**src/rtl/pulpino_boot_seq.sv**
```systemverilog
// Boot and watchdog sequencer for the PULPino SoC: stretches the SoC reset, delays
// and gates instruction fetch, and re-resets the SoC when the software heartbeat stops.
module pulpino_boot_seq #(
  parameter int unsigned RST_HOLD_CYCLES = 16,
  parameter int unsigned FETCH_DELAY     = 8,
  parameter int unsigned WDT_TIMEOUT     = 2**20,
  parameter int unsigned SYNC_STAGES     = 2
) (
  input  logic       clk,
  input  logic       rst_n,
  input  logic       ext_fetch_en_i,
  input  logic       heartbeat_i,
  input  logic       wdt_en_i,
  output logic       soc_rst_no,
  output logic       fetch_enable_o,
  output logic       wdt_expired_o,
  output logic [3:0] reset_count_o
);

  localparam int unsigned MAX_HD  = (RST_HOLD_CYCLES > FETCH_DELAY) ? RST_HOLD_CYCLES : FETCH_DELAY;
  localparam int unsigned MAX_ALL = (MAX_HD > WDT_TIMEOUT) ? MAX_HD : WDT_TIMEOUT;
  localparam int unsigned CW      = $clog2(MAX_ALL + 1);

  localparam logic [CW-1:0] HOLD_LAST  = CW'(RST_HOLD_CYCLES - 1);
  localparam logic [CW-1:0] DELAY_LAST = CW'(FETCH_DELAY - 1);
  localparam logic [CW-1:0] WDT_LAST   = CW'(WDT_TIMEOUT - 1);

  typedef enum logic [1:0] {
    S_HOLD  = 2'd0,
    S_DELAY = 2'd1,
    S_ARMED = 2'd2,
    S_RUN   = 2'd3
  } state_e;

  state_e          state_q, state_d;
  logic [CW-1:0]   cnt_q, cnt_d;
  logic            expired_q, expired_d;
  logic [3:0]      rcount_q, rcount_d;
  logic            soc_rst_q, fetch_q;

  logic [SYNC_STAGES-1:0] fe_sync_q, hb_sync_q, wdt_sync_q;
  logic                   hb_dly_q;
  logic                   fe_s, hb_s, wdt_s, hb_edge;

  // Input synchronizers; every stage clears with rst_n.
  always_ff @(posedge clk or negedge rst_n) begin
    if (!rst_n) begin
      fe_sync_q  <= '0;
      hb_sync_q  <= '0;
      wdt_sync_q <= '0;
      hb_dly_q   <= 1'b0;
    end else begin
      fe_sync_q  <= {fe_sync_q[SYNC_STAGES-2:0],  ext_fetch_en_i};
      hb_sync_q  <= {hb_sync_q[SYNC_STAGES-2:0],  heartbeat_i};
      wdt_sync_q <= {wdt_sync_q[SYNC_STAGES-2:0], wdt_en_i};
      hb_dly_q   <= hb_s;
    end
  end

  assign fe_s    = fe_sync_q[SYNC_STAGES-1];
  assign hb_s    = hb_sync_q[SYNC_STAGES-1];
  assign wdt_s   = wdt_sync_q[SYNC_STAGES-1];
  assign hb_edge = hb_s ^ hb_dly_q;

  always_ff @(posedge clk or negedge rst_n) begin
    if (!rst_n) begin
      state_q   <= S_HOLD;
      cnt_q     <= '0;
      expired_q <= 1'b0;
      rcount_q  <= '0;
      soc_rst_q <= 1'b0;
      fetch_q   <= 1'b0;
    end else begin
      state_q   <= state_d;
      cnt_q     <= cnt_d;
      expired_q <= expired_d;
      rcount_q  <= rcount_d;
      soc_rst_q <= (state_d != S_HOLD);
      fetch_q   <= (state_d == S_RUN);
    end
  end

  // Fetch withdrawal outranks the watchdog; a heartbeat edge outranks expiry.
  always_comb begin
    state_d   = state_q;
    cnt_d     = cnt_q;
    expired_d = expired_q;
    rcount_d  = rcount_q;
    case (state_q)
      S_HOLD: begin
        if (cnt_q == HOLD_LAST) begin
          state_d = S_DELAY;
          cnt_d   = '0;
        end else begin
          cnt_d = cnt_q + CW'(1);
        end
      end
      S_DELAY: begin
        if (cnt_q == DELAY_LAST) begin
          state_d = S_ARMED;
          cnt_d   = '0;
        end else begin
          cnt_d = cnt_q + CW'(1);
        end
      end
      S_ARMED: begin
        if (fe_s) begin
          state_d = S_RUN;
          cnt_d   = '0;
        end
      end
      S_RUN: begin
        if (!fe_s) begin
          state_d = S_ARMED;
          cnt_d   = '0;
        end else if (!wdt_s || hb_edge) begin
          cnt_d = '0;
        end else if (cnt_q == WDT_LAST) begin
          state_d   = S_HOLD;
          cnt_d     = '0;
          expired_d = 1'b1;
          if (rcount_q != 4'hF) rcount_d = rcount_q + 4'd1;
        end else begin
          cnt_d = cnt_q + CW'(1);
        end
      end
      default: begin
        state_d = S_HOLD;
        cnt_d   = '0;
      end
    endcase
  end

  assign soc_rst_no     = soc_rst_q;
  assign fetch_enable_o = fetch_q;
  assign wdt_expired_o  = expired_q;
  assign reset_count_o  = rcount_q;

endmodule

```
**config.mk**
```make
export PLATFORM = sky130hd
export DESIGN_NAME = pulpino_boot_seq
export DESIGN_NICKNAME = d
export VERILOG_FILES = /design/src/rtl/pulpino_boot_seq.sv
export SDC_FILE = /design/constraint.sdc
export NUM_CORES = 1
export LEC_CHECK = 0
export CELL_PAD_IN_SITES_DETAIL_PLACEMENT = 0
export CELL_PAD_IN_SITES_GLOBAL_PLACEMENT = 1
export CORE_ASPECT_RATIO = 1.5
export CORE_UTILIZATION = 40
export CTS_CLUSTER_DIAMETER = 40
export DETAILED_ROUTE_END_ITERATION = 16
export MAX_ROUTING_LAYER = met4
export PLACE_DENSITY = 0.72
export SETUP_SLACK_MARGIN = 0.15
export SLEW_MARGIN = 10
export SYNTH_ARGS = -nofsm -noshare
export SYNTH_HDL_FRONTEND = slang
export SYNTH_SLANG_ARGS = --single-unit
```
**constraint.sdc**
```tcl
create_clock -name clk -period 2.55 [get_ports clk]
set_input_delay 0.51 -clock clk [delete_from_list [all_inputs] [get_ports clk]]
set_output_delay 0.51 -clock clk [all_outputs]
set_load 0.01 [all_outputs]
```
* Word-level counts from Yosys, hierarchy flattened
Index checks and enable logic that the tools add are counted.
Widths: inputs -> output; s select.
** Word-level totals
- Flip-flop bits (word level) :: 37
- Input port bits :: 5
- Output and inout bits :: 7
- Logic and storage cells :: 43
** Cells by class
- $add $sub $neg :: 2
- Equality and inequality tests :: 9
- Muxes and demuxes :: 14
- Bitwise operators :: 2
- Reduce and logical (&&, ||, !) cells :: 6
** Operators with widths (number)
- $mux 21 :: 6
- $pmux 21 s4 :: 1
- $add 21x1->21 const B :: 1
- $eq 21x20->1 const B :: 1
- $eq 21x3->1 const B :: 1
- $eq 21x4->1 const B :: 1
- $mux 2 :: 6
- $pmux 2 s4 :: 1
- $eq 2x2->1 const B :: 3
- $reduce_and 5->1 :: 1
- $add 4x1->4 const B :: 1
- $ne 4x4->1 const B :: 1
- $reduce_and 4->1 :: 1
- $eq 2x1->1 const B :: 1
- $logic_not 2->1 :: 1
- $ne 2x2->1 const B :: 1
- $reduce_bool 2->1 :: 1
- $logic_not 1->1 :: 1
- $logic_or 1x1->1 :: 1
- $not 1->1 :: 1
- $xor 1x1->1 :: 1

* Depth between registers and ports, before layout
Gate-level depths: netlist of the first run.
- Depth after elaboration :: 6
- Gate-level depth with buffers :: 8
- Mapped depth without buffers :: 6

* Worst setup path before layout of the first run
Ideal clock, no wire load.
- Path kind :: reg2reg
- Start point :: register cnt_q[0]
- End point :: register cnt_q[16]
- Library setup time :: 0.099 ns
- Arrival time :: 1.845 ns
- Data required time :: 2.451 ns
- Path slack :: 0.606 ns
- Stages on the path, launching flop included :: 7
- Path buffers :: 0
- Clock period less this slack :: 1.944 ns
- Cell sequence :: dfrtp_1 -> ha_1 -> and3_2 -> and4_4 -> a22o_4 -> or2_4 -> o311ai_4
** On the way
- Cells in the longest elaborated chain, start to end :: 5
- Elaborated cells between the ends (all ways) :: 10
- Those cells by class :: add/sub: 1; eq/ne: 3; mux: 6
** RTL lines
- start: declaration :: line 36 : logic [CW-1:0] cnt_q, cnt_d;
- start signal: assignment :: line 75 : cnt_q <= cnt_d;
- $add 21x1->21 or $eq 21x20->1 (tied branches)
- $mux 21 :: line 118 : end else if (cnt_q == WDT_LAST) begin
- $mux 21 :: line 116 : end else if (!wdt_s || hb_edge) begin
- $mux 21 :: line 113 : if (!fe_s) begin
- $pmux 21 s4 * :: line 89 : case (state_q)
Mark *: on every way between the ends. The rest lies on a longest branch, timed or not.
A chain may end at the register's enable or synchronous reset.

* Worst setup path after layout of the first run
Same ends and word-level chain as after synthesis.

==> reports/metrics.cfg, run 1 <==
[critical_path]
arrival_ns = 2.39
crit_path_end_kind = register
cp_max_fo = 25
worstRegToRegCells = 6
cp-start-kind = register
r2r_slack_ns = 0.36
timing.rr.start = cnt_q[0]
worstReg2RegEnd = cnt_q[16]
cp.required_ns = 2.75
setup.worst_path.class = register to register

[sta]
fmax_ghz = 0.457
finClkSkew_ns = 0.0103
tns_ns = 0
hold_viol_final = 0
slew_viol_final = 0
final.period_utilization_pct = 85.9
slew_headroom_pct = 45.5
setup_viol = 0
worst_slack_ns = 0.360
rsz0062_at_grt = no
period_minus_slack_ns = 2.19
timing_worst_slew_pin_value_ns = 0.818

[synth]
synth_top_family_by_area = simple AND/OR/NAND/NOR gates
synth_compound_area_share_pct = 14.6
async_reset_ff_share_pct = 100
synth.distinct_cells = 51
avgSynthCellArea_um2 = 10.4
yosys.area.top_type = dfrtp_1
netlist_instances = 196
synth_common_cells = 37 x dfrtp_1, 24 x nand2_1, 13 x nor2_1, 12 x nor3_1, 10 x nand3_1
ys_seq_elements = 37
yosysTopAreaCellShare_pct = 45.2
synth-seq-area-share_pct = 45.2
synth_area_leaders = dfrtp_1 45%, nand2_1 4.4%, nor4_4 3.1%
synth-main-ff-cell = dfrtp_1
synth_nets = 203
synth-simple-area-share_pct = 29.5
ys_warn_count = 0
synth_xor_area_share_pct = 2.57
synth_fa_ha_area_share_pct = 1.22
synth_edf_count = 0
synthMuxAreaShare_pct = 2.32
yosysMostFrequentCell = dfrtp_1
netlist_area_um2 = 2050

[placed_design]
gp_congestion = 0.809
place_ws_ns = 0.396
io_buffers = 11
dpl.cell_count = 265
detailed_place_hpwl_um = 3090
placed_cell_area_um2 = 2160

[drt]
ant_nets = 0
drtIter0Drc = 60
vias = 1532
dr.pass1.iters = 4
vias_per_cell = 5.61
wl_um = 4310
drc = 0
wire_per_inst_um = 15.8

[clock_tree]
cts_tree = built
cts_max_level = 2
post_cts_buffers = 0
cts.sinks = 37
ctsResizeCount = 0
cts_root_buf = clkbuf_8
clkLatencyLatePin_ns = 0.30
cts-buffers-inserted = 5
path_clk_slew_ns = 0.08
ctsLongestPathBuffers = 2
holdBufCountCts = 0

[flow_run]
cap_violations = 0

[floorplan]
initial_core_util_pct = 41.9
num_rows = 31
die_x_um = 60.4
io_pins = 12
core_area_um2 = 4890
die_height_um = 89.6
die_area_um2 = 5410

[global_route]
grt_max_degree = 38
grt_overflow = 0
grtUsageTotal_pct = 19.6
antenna_found_initial = 0
grt_pass1_wl_um = 7480
grt_pass1_vias = 1613

[power]
peakVddDrop_mv = 0.417
p_leak_nw = 0.937
p_per_area_nw_per_um2 = 514

[layout]
antenna_cells = 0
finalInstanceArea_um2 = 2270
instances_no_fill = 273
drive_gt1_share_pct = 16.9
final_core_util_pct = 46.5
synthToLayoutAreaGrowth_pct = 11.1
nFillCells = 516
nNetsFinal = 213

[run_status]
status = finished, final reports clean

[min_path]
min_path_type = input pin to async pin

## registers in the layout, indices dropped and copies added, names as in the netlist
name / cells
fe_sync_q: 2
hb_dly_q: 1
wdt_expired_o: 1
state_q: 2
soc_rst_no: 1
fetch_enable_o: 1
cnt_q: 21
reset_count_o: 4
hb_sync_q: 2
wdt_sync_q: 2
## report_power, final
group	switching, W	leakage (nW)	internal (W)
clock	0.000229	0.0543	0.000293
sequential	0.00000638	0.485	0.000594
combinational	0.0000319	0.397	0.0000155
## kinds of logic after synthesis
| logic type | count (synthesis) |
|---|---|
| multiplexers | 4 |
| XOR/XNOR | 6 |
| buffers and inverters | 12 |
| AND/OR/NAND/NOR | 99 |
| AO/OA/AOI/OAI | 36 |
| adder cells (fa/ha/maj) | 2 |
| flip-flops | 37 |
## worst max path at each step
| stage | start | to | slack, ns | cells after the start |
|---|---|---|---|---|
| 2_1_floorplan | cnt_q[0] | cnt_q[16] | 0.61 | 6 |
| 3_3_place_gp | cnt_q[15] | cnt_q[3] | 0.42 | 5 |
| 3_5_place_dp | cnt_q[0] | cnt_q[16] | 0.40 | 6 |
| 4_1_cts | cnt_q[0] | cnt_q[16] | 0.36 | 6 |
| 5_1_grt | cnt_q[0] | cnt_q[16] | 0.27 | 6 |
| 6_report | cnt_q[0] | cnt_q[16] | 0.36 | 6 |
## worst max-delay path, stage by stage (launching register included)
cell and delay, ns:
dfrtp_1 0.43, ha_1 0.27, and3_2 0.28, and4_4 0.20, a22o_4 0.31, or2_4 0.33
o311ai_4 0.25
## per-layer routing
metal | GRT usage, % | share of wire, % | up-vias
li1 | - | - | 753
met1 | 21.1 | 42 | 744
met2 | 34.3 | 54 | 29
met3 | 3.44 | 2.3 | 6
met4 | 9.09 | 1.5 | 0
met5 | - | 0 | -
## layout make-up
cell class	count	area [µm²]	share of cell area, %
inverter	3	11.3	0.495
clock inverter	3	46.3	2.04
clock buffer	5	68.8	3.03
timing repair buffer	12	113	4.95
sequential	37	926	40.7
multi-input combinational	147	1030	45.2
tap	66	82.6	3.63
## through the flow
| stage | power [W] | hold WS [ns] |
|---|---|---|
| CTS | 0.00119 | 0.328 |
| finish | 0.00117 | 0.296 |
| global placement | 0.000661 | 0.336 |
| global route | 0.00121 | 0.359 |
| floorplan | 0.000636 | 0.214 |
| detailed placement | 0.000661 | 0.338 |
## placed cells by master (no fill, tap or decap), types with 2 or more instances in the layout
master,Yosys,routed
nor2_1,13,13
nand3_1,10,10
nor4_1,6,6
nand2b_1,2,2
nor4_2,2,2
nand2_1,24,24
a221o_1,2,2
and4_4,2,2
inv_1,3,3
mux2_2,2,2
nor4_4,3,3
dfrtp_1,37,37
and3_2,2,2
o211ai_1,2,2
a22o_1,2,2
xnor2_1,5,5
nor3_1,12,12
clkbuf_8,0,5
o31ai_1,4,4
ha_1,2,2
a31oi_1,3,3
a211o_1,6,6
nand4_1,8,8
clkdlybuf4s50_1,0,10
o21ai_0,8,8
or2_2,3,3
or3_1,2,2
Power figures use the tool's default switching activity.
==> run 2, diff against run 1 <==
- CAP_MARGIN: not set -> 20
==> results of run 2 <==
Final layout, timing and power as in run 1 (identical DEF).
